--- src/rtl/mem_dma_pkg.sv ---
// rtl/mem_dma_pkg.sv - shared codes, register map, status bits and FSM encoding for mem_dma
package mem_dma_pkg;

  localparam logic [1:0] CTL_NOP   = 2'd0;
  localparam logic [1:0] CTL_READ  = 2'd1;
  localparam logic [1:0] CTL_WRITE = 2'd2;

  localparam logic [1:0] MEM_NOP   = 2'd0;
  localparam logic [1:0] MEM_READ  = 2'd1;
  localparam logic [1:0] MEM_WRITE = 2'd2;

  localparam logic [31:0] REG_CTRL        = 32'd0;
  localparam logic [31:0] REG_EXT_ADDR_LO = 32'd1;
  localparam logic [31:0] REG_EXT_ADDR_HI = 32'd2;
  localparam logic [31:0] REG_INT_ADDR    = 32'd3;
  localparam logic [31:0] REG_LEN         = 32'd4;
  localparam logic [31:0] REG_STATUS      = 32'd5;

  localparam int CTRL_START = 0;
  localparam int CTRL_DIR   = 1;
  localparam int CTRL_ABORT = 2;

  localparam int ST_BUSY    = 0;
  localparam int ST_DONE    = 1;
  localparam int ST_ERR     = 2;
  localparam int ST_ABORTED = 3;

  typedef enum logic [2:0] {
    S_IDLE = 3'd0,
    S_XRD  = 3'd1,
    S_IWR  = 3'd2,
    S_IRD  = 3'd3,
    S_CAP  = 3'd4,
    S_XWR  = 3'd5,
    S_DONE = 3'd6
  } state_t;

endpackage

--- src/rtl/mem_dma_regs.sv ---
// rtl/mem_dma_regs.sv - host register file, sticky STATUS bits and registered read-data mux
module mem_dma_regs
  import mem_dma_pkg::*;
#(
  parameter int ADDR_W = 13,
  parameter int LEN_W  = 14
) (
  input  logic              clk,
  input  logic              rst,
  input  logic [1:0]        reg_ctl,
  input  logic [31:0]       reg_addr,
  input  logic [31:0]       reg_data,
  output logic [31:0]       reg_rdata,
  input  logic              busy,
  input  logic              set_done,
  input  logic              set_aborted,
  output logic              start,
  output logic              abort,
  output logic              dir,
  output logic [63:0]       ext_addr,
  output logic [ADDR_W-1:0] int_addr,
  output logic [LEN_W-1:0]  len
);

  logic        wr, rd, ctrl_wr, start_req, set_err;
  logic [3:1]  clr;
  logic [31:0] ext_lo, ext_hi, rnext;
  logic        done, err, aborted;

  assign wr        = (reg_ctl == CTL_WRITE);
  assign rd        = (reg_ctl == CTL_READ);
  assign ctrl_wr   = wr && (reg_addr == REG_CTRL);
  // abort in the same write as start suppresses the start entirely
  assign abort     = ctrl_wr && reg_data[CTRL_ABORT];
  assign start_req = ctrl_wr && reg_data[CTRL_START] && !reg_data[CTRL_ABORT];
  assign start     = start_req && !busy;
  assign set_err   = start_req && busy;
  assign dir       = reg_data[CTRL_DIR];
  assign clr       = (wr && (reg_addr == REG_STATUS)) ? reg_data[3:1] : 3'd0;
  assign ext_addr  = {ext_hi, ext_lo};

  // config registers: always writable, sampled by the sequencer only at start
  always_ff @(posedge clk or posedge rst) begin
    if (rst) begin
      ext_lo   <= '0;
      ext_hi   <= '0;
      int_addr <= '0;
      len      <= '0;
    end else if (wr) begin
      if (reg_addr == REG_EXT_ADDR_LO) ext_lo   <= reg_data;
      if (reg_addr == REG_EXT_ADDR_HI) ext_hi   <= reg_data;
      if (reg_addr == REG_INT_ADDR)    int_addr <= reg_data[ADDR_W-1:0];
      if (reg_addr == REG_LEN)         len      <= reg_data[LEN_W-1:0];
    end
  end

  // sticky status bits; a hardware set beats a host clear in the same cycle
  always_ff @(posedge clk or posedge rst) begin
    if (rst) begin
      done    <= 1'b0;
      err     <= 1'b0;
      aborted <= 1'b0;
    end else begin
      done    <= set_done    | (done    & ~clr[ST_DONE]);
      err     <= set_err     | (err     & ~clr[ST_ERR]);
      aborted <= set_aborted | (aborted & ~clr[ST_ABORTED]);
    end
  end

  // read mux; unmapped offsets and write-only CTRL return zero
  always_comb begin
    rnext = '0;
    case (reg_addr)
      REG_EXT_ADDR_LO: rnext = ext_lo;
      REG_EXT_ADDR_HI: rnext = ext_hi;
      REG_INT_ADDR:    rnext = 32'(int_addr);
      REG_LEN:         rnext = 32'(len);
      REG_STATUS:      rnext = {28'd0, aborted, err, done, busy};
      default:         rnext = '0;
    endcase
  end

  // host read data only changes on a READ access
  always_ff @(posedge clk or posedge rst) begin
    if (rst)     reg_rdata <= '0;
    else if (rd) reg_rdata <= rnext;
  end

endmodule

--- src/rtl/mem_dma.sv ---
// rtl/mem_dma.sv - single-word-in-flight DMA sequencer between external memory and an internal mem port (option: MEM_DMA_IRQ_EN)
module mem_dma
  import mem_dma_pkg::*;
#(
  parameter int          ADDR_W     = 13,
  parameter int          DATA_W     = 64,
  parameter int          LEN_W      = 14,
  parameter logic [63:0] EXT_STRIDE = 64'd8
) (
  input  logic              i_clk,
  input  logic              i_rst,
  input  logic [1:0]        i_reg_ctl,
  input  logic [31:0]       i_reg_addr,
  input  logic [31:0]       i_reg_data,
  output logic [31:0]       o_reg_data,
  output logic              o_read_en,
  output logic [63:0]       o_read_addr,
  input  logic              i_read_valid,
  input  logic [DATA_W-1:0] i_data,
  output logic              o_write_en,
  output logic [63:0]       o_write_addr,
  output logic [DATA_W-1:0] o_data,
  input  logic              i_write_ready,
  output logic [1:0]        o_mem_op,
  output logic [ADDR_W-1:0] o_mem_addr,
  output logic [DATA_W-1:0] o_mem_data,
  input  logic [DATA_W-1:0] i_mem_data,
  output logic              o_irq
);

  state_t            state, next;
  logic              start, abort, dir, busy, active, abort_pend;
  logic [63:0]       cfg_ext, ext_cnt;
  logic [ADDR_W-1:0] cfg_int, int_cnt;
  logic [LEN_W-1:0]  cfg_len, rem;
  logic [DATA_W-1:0] mem_wdata, ext_wdata;
  logic              last;

  assign busy   = (state != S_IDLE);
  assign active = busy && (state != S_DONE);
  assign last   = (rem == LEN_W'(1));

  mem_dma_regs #(.ADDR_W(ADDR_W), .LEN_W(LEN_W)) u_regs (
    .clk         (i_clk),
    .rst         (i_rst),
    .reg_ctl     (i_reg_ctl),
    .reg_addr    (i_reg_addr),
    .reg_data    (i_reg_data),
    .reg_rdata   (o_reg_data),
    .busy        (busy),
    .set_done    (state == S_DONE),
    .set_aborted (abort && active),
    .start       (start),
    .abort       (abort),
    .dir         (dir),
    .ext_addr    (cfg_ext),
    .int_addr    (cfg_int),
    .len         (cfg_len)
  );

  // state register
  always_ff @(posedge i_clk or posedge i_rst) begin
    if (i_rst) state <= S_IDLE;
    else       state <= next;
  end

  // next state; a handshake coinciding with abort still finishes its beat
  always_comb begin
    next = state;
    case (state)
      S_IDLE: if (start) next = (cfg_len == '0) ? S_DONE : (dir ? S_IRD : S_XRD);
      S_XRD:  if (i_read_valid) next = S_IWR;
              else if (abort) next = S_IDLE;
      S_IWR:  if (abort || abort_pend) next = S_IDLE;
              else next = last ? S_DONE : S_XRD;
      S_IRD:  next = abort ? S_IDLE : S_CAP;
      S_CAP:  next = abort ? S_IDLE : S_XWR;
      S_XWR:  if (i_write_ready) next = abort ? S_IDLE : (last ? S_DONE : S_IRD);
              else if (abort) next = S_IDLE;
      S_DONE: next = S_IDLE;
      default: next = S_IDLE;
    endcase
  end

  // working counters and data holding registers, loaded from config at start
  always_ff @(posedge i_clk or posedge i_rst) begin
    if (i_rst) begin
      ext_cnt    <= '0;
      int_cnt    <= '0;
      rem        <= '0;
      mem_wdata  <= '0;
      ext_wdata  <= '0;
      abort_pend <= 1'b0;
    end else begin
      abort_pend <= (state == S_XRD) && i_read_valid && abort;
      case (state)
        S_IDLE: if (start) begin
          ext_cnt <= cfg_ext;
          int_cnt <= cfg_int;
          rem     <= cfg_len;
        end
        S_XRD: if (i_read_valid) begin
          mem_wdata <= i_data;
          ext_cnt   <= ext_cnt + EXT_STRIDE;
        end
        S_IWR: begin
          int_cnt <= int_cnt + 1'b1;
          rem     <= rem - 1'b1;
        end
        S_IRD: int_cnt <= int_cnt + 1'b1;
        S_CAP: ext_wdata <= i_mem_data;
        S_XWR: if (i_write_ready) begin
          ext_cnt <= ext_cnt + EXT_STRIDE;
          rem     <= rem - 1'b1;
        end
        default: ;
      endcase
    end
  end

  assign o_read_en    = (state == S_XRD);
  assign o_read_addr  = ext_cnt;
  assign o_write_en   = (state == S_XWR);
  assign o_write_addr = ext_cnt;
  assign o_data       = ext_wdata;
  assign o_mem_op     = (state == S_IWR) ? MEM_WRITE : ((state == S_IRD) ? MEM_READ : MEM_NOP);
  assign o_mem_addr   = int_cnt;
  assign o_mem_data   = mem_wdata;

`ifdef MEM_DMA_IRQ_EN
  assign o_irq = (state == S_DONE);
`else
  assign o_irq = 1'b0;
`endif

endmodule

--- config.mk ---
export PLATFORM = sky130hd
export DESIGN_NAME = mem_dma
export DESIGN_NICKNAME = d
export VERILOG_FILES = /design/src/rtl/mem_dma_pkg.sv /design/src/rtl/mem_dma_regs.sv /design/src/rtl/mem_dma.sv
export SDC_FILE = /design/constraint.sdc
export NUM_CORES = 1
export LEC_CHECK = 0
export ABC_AREA = 1
export BUFFER_PORTS_ARGS = -buffer_cell sky130_fd_sc_hd__buf_2
export CORE_AREA = 2 2 198 200
export CTS_CLUSTER_DIAMETER = 100
export DETAILED_ROUTE_END_ITERATION = 12
export DIE_AREA = 0 0 200 202
export MAX_ROUTING_LAYER = met4
export PLACE_DENSITY = 0.79
export SLEW_MARGIN = 5
export SYNTH_ARGS = -nofsm -noshare
export SYNTH_HDL_FRONTEND = slang
export SYNTH_SLANG_ARGS = --single-unit
export TNS_END_PERCENT = 50
--- constraint.sdc ---
create_clock -name i_clk -period 12.74 [get_ports i_clk]
set_clock_uncertainty 0.05 [all_clocks]
set_input_delay 1.911 -clock i_clk [delete_from_list [all_inputs] [get_ports i_clk]]
set_output_delay 1.911 -clock i_clk [all_outputs]
set_load 0.02 [all_outputs]
==> impl_summary.txt <==
----------------------------------------------------
[Timing]
  Fmax ... 230.9 MHz
  Setup repair after global routing missed its margin ... false
  Worst Slack Setup Final ... 8.409 ns
  Transition time of the tightest slew-check pin ... roughly 1.1 ns
  Count of final hold-check violations ... 0
  Min Tclk post-route ... 4.331 ns
  Fin crit share ... 34.00%
  Final number of setup-violating endpoints ... 0
  Final TNS setup ... 0 ns
  Max-slew violation count ... 0
  Rel. slew slack ... 24.92%

[Synthesis]
  Synthesized net count ... 2485
  Seq cells post-synth ... about 350
  Count of yosys warnings during synthesis ... 0
  Count of distinct cell types in the synthesized netlist ... 42
  Post-synth design cell area ... between 0.015 and 0.02 mm^2
  Number of instances in the synthesized netlist ... 2283
  Share of synthesized flip-flops with an asynchronous set or reset ... 100.0%
  Post-synthesis average cell area ... 7.822 um^2
  Number of enable-type register cells in the synthesized netlist ... 0
  Top flip-flop cell by instance count after synthesis ... dfrtp_1
  Seq/Total Area, Yosys ... approximately half

[Power and ir drop]
  Leakage power ... 10.99 nW
  P per Cell Area ... 105.3 mW/mm^2
  Peak supply drop ... 104.5 uV

[Drt]
  DRC violation count after routing ... 0
  Ratio of routed vias to standard cells ... approximately 5.3
  Drt first-iter violations ... between 1000 and 1500
  Post-DRT Antenna Nets ... 0
  First-pass detailed-route iteration total ... 5
  Via count ... ~17000
  Total wire length after detailed routing ... 61.10 mm
  Routed len/inst ... 18.92 um

[Die]
  Die Height ... 202 um
  Area inside the core boundary ... 0.03829 mm^2
  Die W ... 200 um
  Rows ... 72
  Effective utilization at floorplan ... 46.64%
  Die area ... 0.04040 mm^2
  Boundary Pins ... 504

[Global routing]
  Pin count of the biggest net entering global routing ... 150
  Vias in the first global route ... between 15000 and 20000
  Global-route usage over all layers ... approximately a third
  Congestion Overflow GR ... 0
  Number of antenna violations at the first check in global routing ... 3
  First-pass GRT wire length ... 94.38 mm

[Finish]
  Net count, final ... 2888
  Final-layout fill cell count ... 3554
  Share of post-route cells with drive strength above 1 ... 25.06%
  Most common cell after layout, fill and taps aside ... nand2_1
  Commonest cells after routing, fill and taps aside ... nand2_1 (866), buf_2 (502), dfrtp_1 (349), nor2_1 (182), inv_1 (135)
  Area growth from synthesis to layout ... 19.91%

[Critical path]
  Type of element launching the critical path ... flip-flop
  Critical Path Sink Type ... primary output
  Slowest Stage Delay on Critical Path ... 0.68 ns
  Worst Path Arrival ... 2.37 ns
  Minimum setup slack among reg-to-reg paths ... 9.16 ns
  Worst setup path category ... reg -> out
  Worst path most repeated cell ... inv_2
  R2r endpoint ... o_read_addr[58]
  Series of cell instances along the critical path ... inv_2, nor2_4, buf_4, nand2_1, inv_2, buf_2
  Register-to-Register Path Depth ... 12
  Critical Path Slowest Stage Cell ... buf_4
  Critical path fanouts, max ... 85
  Crit Reg-Reg Startpoint ... state[0]
  Data required, critical path ... 10.78 ns

[Flow run]
  Max-cap check violation count ... 0

[Clock network]
  Source-to-sink clock delay at the later pin of the worst-skew pair ... 0.54 ns
  Post CTS Setup Buffer Count ... 0
  Maximum buffer depth of the clock tree ... 3
  Clock sink total ... roughly 350
  TritonCTS Buffers ... 37
  Hold_buf cts ... 0
  Clock transition at the registers of the reported paths ... 0.07 ns
  Clk Tree Root Cell ... clkbuf_16
  Post-cts sizing count ... 0
  Total number of H-tree levels ... 2
  CTS tree ... done

[Hold path]
  Hold Path Cell Cnt ... 2
  Path type of the worst min-delay path ... reg -> reg
  Min-Delay Endpoint ... o_data[1]
  Worst hold start ... o_data[1]

[Placed design]
  Worst slack at placement ... 8.035 ns
  Detail Placement HPWL ... 46.46 mm
  Count of buffers inserted at the top-level ports ... 502
  Placer's final routability congestion estimate ... 1.023

[Outcome]
  Status ... finished, final reports clean

----------------------------------------------------
how the worst max path moves through the flow:
| stage | from | endpoint | depth (start not counted) |
|---|---|---|---|
| after global routing | i_reg_addr[11] | u_regs.len[9] | 8 |
| final | state[0] | o_read_en | 6 |
| after CTS | state[0] | o_read_en | 6 |
| after detailed placement | i_reg_addr[11] | u_regs.len[3] | 8 |
| after floorplan | i_rst | abort_pend | 1 |
| after global placement | i_reg_addr[21] | u_regs.ext_hi[31] | 10 |
cells in the mapped netlist (all sizes together) (4+ instances only):
master	n	area share (%)
dfrtp	349	49
nand3b	6	0.25
xnor2	17	0.83
nor3	23	0.70
o21ai	215	6.0
mux2	64	4.0
nand3	128	3.6
or2	11	0.39
xor2	17	0.83
inv	152	3.2
ha	4	0.28
nand2	876	19
mux2i	8	0.45
buf	103	4.0
nor2	201	4.7
a22oi	4	0.17
a21oi	19	0.53
clkbuf	45	0.95
nand4	29	1.1
power by group:
part,total (mW),internal (mW),switching [mW]
Combinational,0.0765,0.0260,0.0505
Sequential,1.11,1.11,0.00152
Clock,1.07,0.617,0.451
layer usage:
metal / up-vias / wire length [um] / GRT usage [%]
li1: 8033 / - / -
met1: 8069 / 23630 / 38.30
met2: 751 / 30220 / 51.62
met3: 146 / 4140 / 4.439
met4: 0 / 3103 / 14.21
met5: - / 0 / -
cell type report:
cell class                      instances  area, um^2  area share [%]
Multi-Input combinational cell       1634        7684           35.88
Sequential cell                       349        8733           40.78
Timing Repair Buffer                  512        2587           12.08
Clock inverter                         14       133.9          0.6252
Inverter                              152       580.6           2.711
Tap cell                              518       648.1           3.027
Clock buffer                           48        1040           4.855
Antenna cell                            3       7.507         0.03506
stage by stage:
stage                     area [um^2]  std cells  util [%]  hold slack [ns]  power [mW]
after floorplan                 17860       2283         -           0.4088       1.162
after global placement          20230       3165     52.85           0.3998       1.208
after detailed placement        20230       3165     52.85           0.4043       1.209
after CTS                       21410       3227     55.91           0.4195       2.272
after global routing            21410       3229     55.92           0.4371       2.324
final                           21410       3230     55.93           0.4178       2.256
worst max-delay path, delay by kind of cell (launching register included):
kind | cells | cell delay [ns]
flip-flops | 1 | 0.45
buffers and inverters | 4 | 1.12
AND/OR/NAND/NOR | 2 | 0.25
flip-flops by register name (all words and copies together), names as in the netlist:
signal,count
u_regs.ext_lo,32
u_regs.int_addr,13
state,3
o_data,64
o_mem_data,64
o_read_addr,64
o_mem_addr,13
u_regs.len,14
rem,14
abort_pend,1
u_regs.ext_hi,32
u_regs.reg_rdata,32
u_regs.aborted,1
u_regs.err,1
u_regs.done,1
cells by family after synthesis:
logic type,after synthesis,synth area share (%)
flip-flops,349,48.90
other,1,0.02100
multiplexers,72,4.484
AO/OA/AOI/OAI,249,7.167
XOR/XNOR,34,1.667
adder cells (fa/ha/maj),4,0.2803
AND/OR/NAND/NOR,1274,29.32
buffers and inverters,300,8.155
No activity file was read; power rests on OpenSTA's default activity.
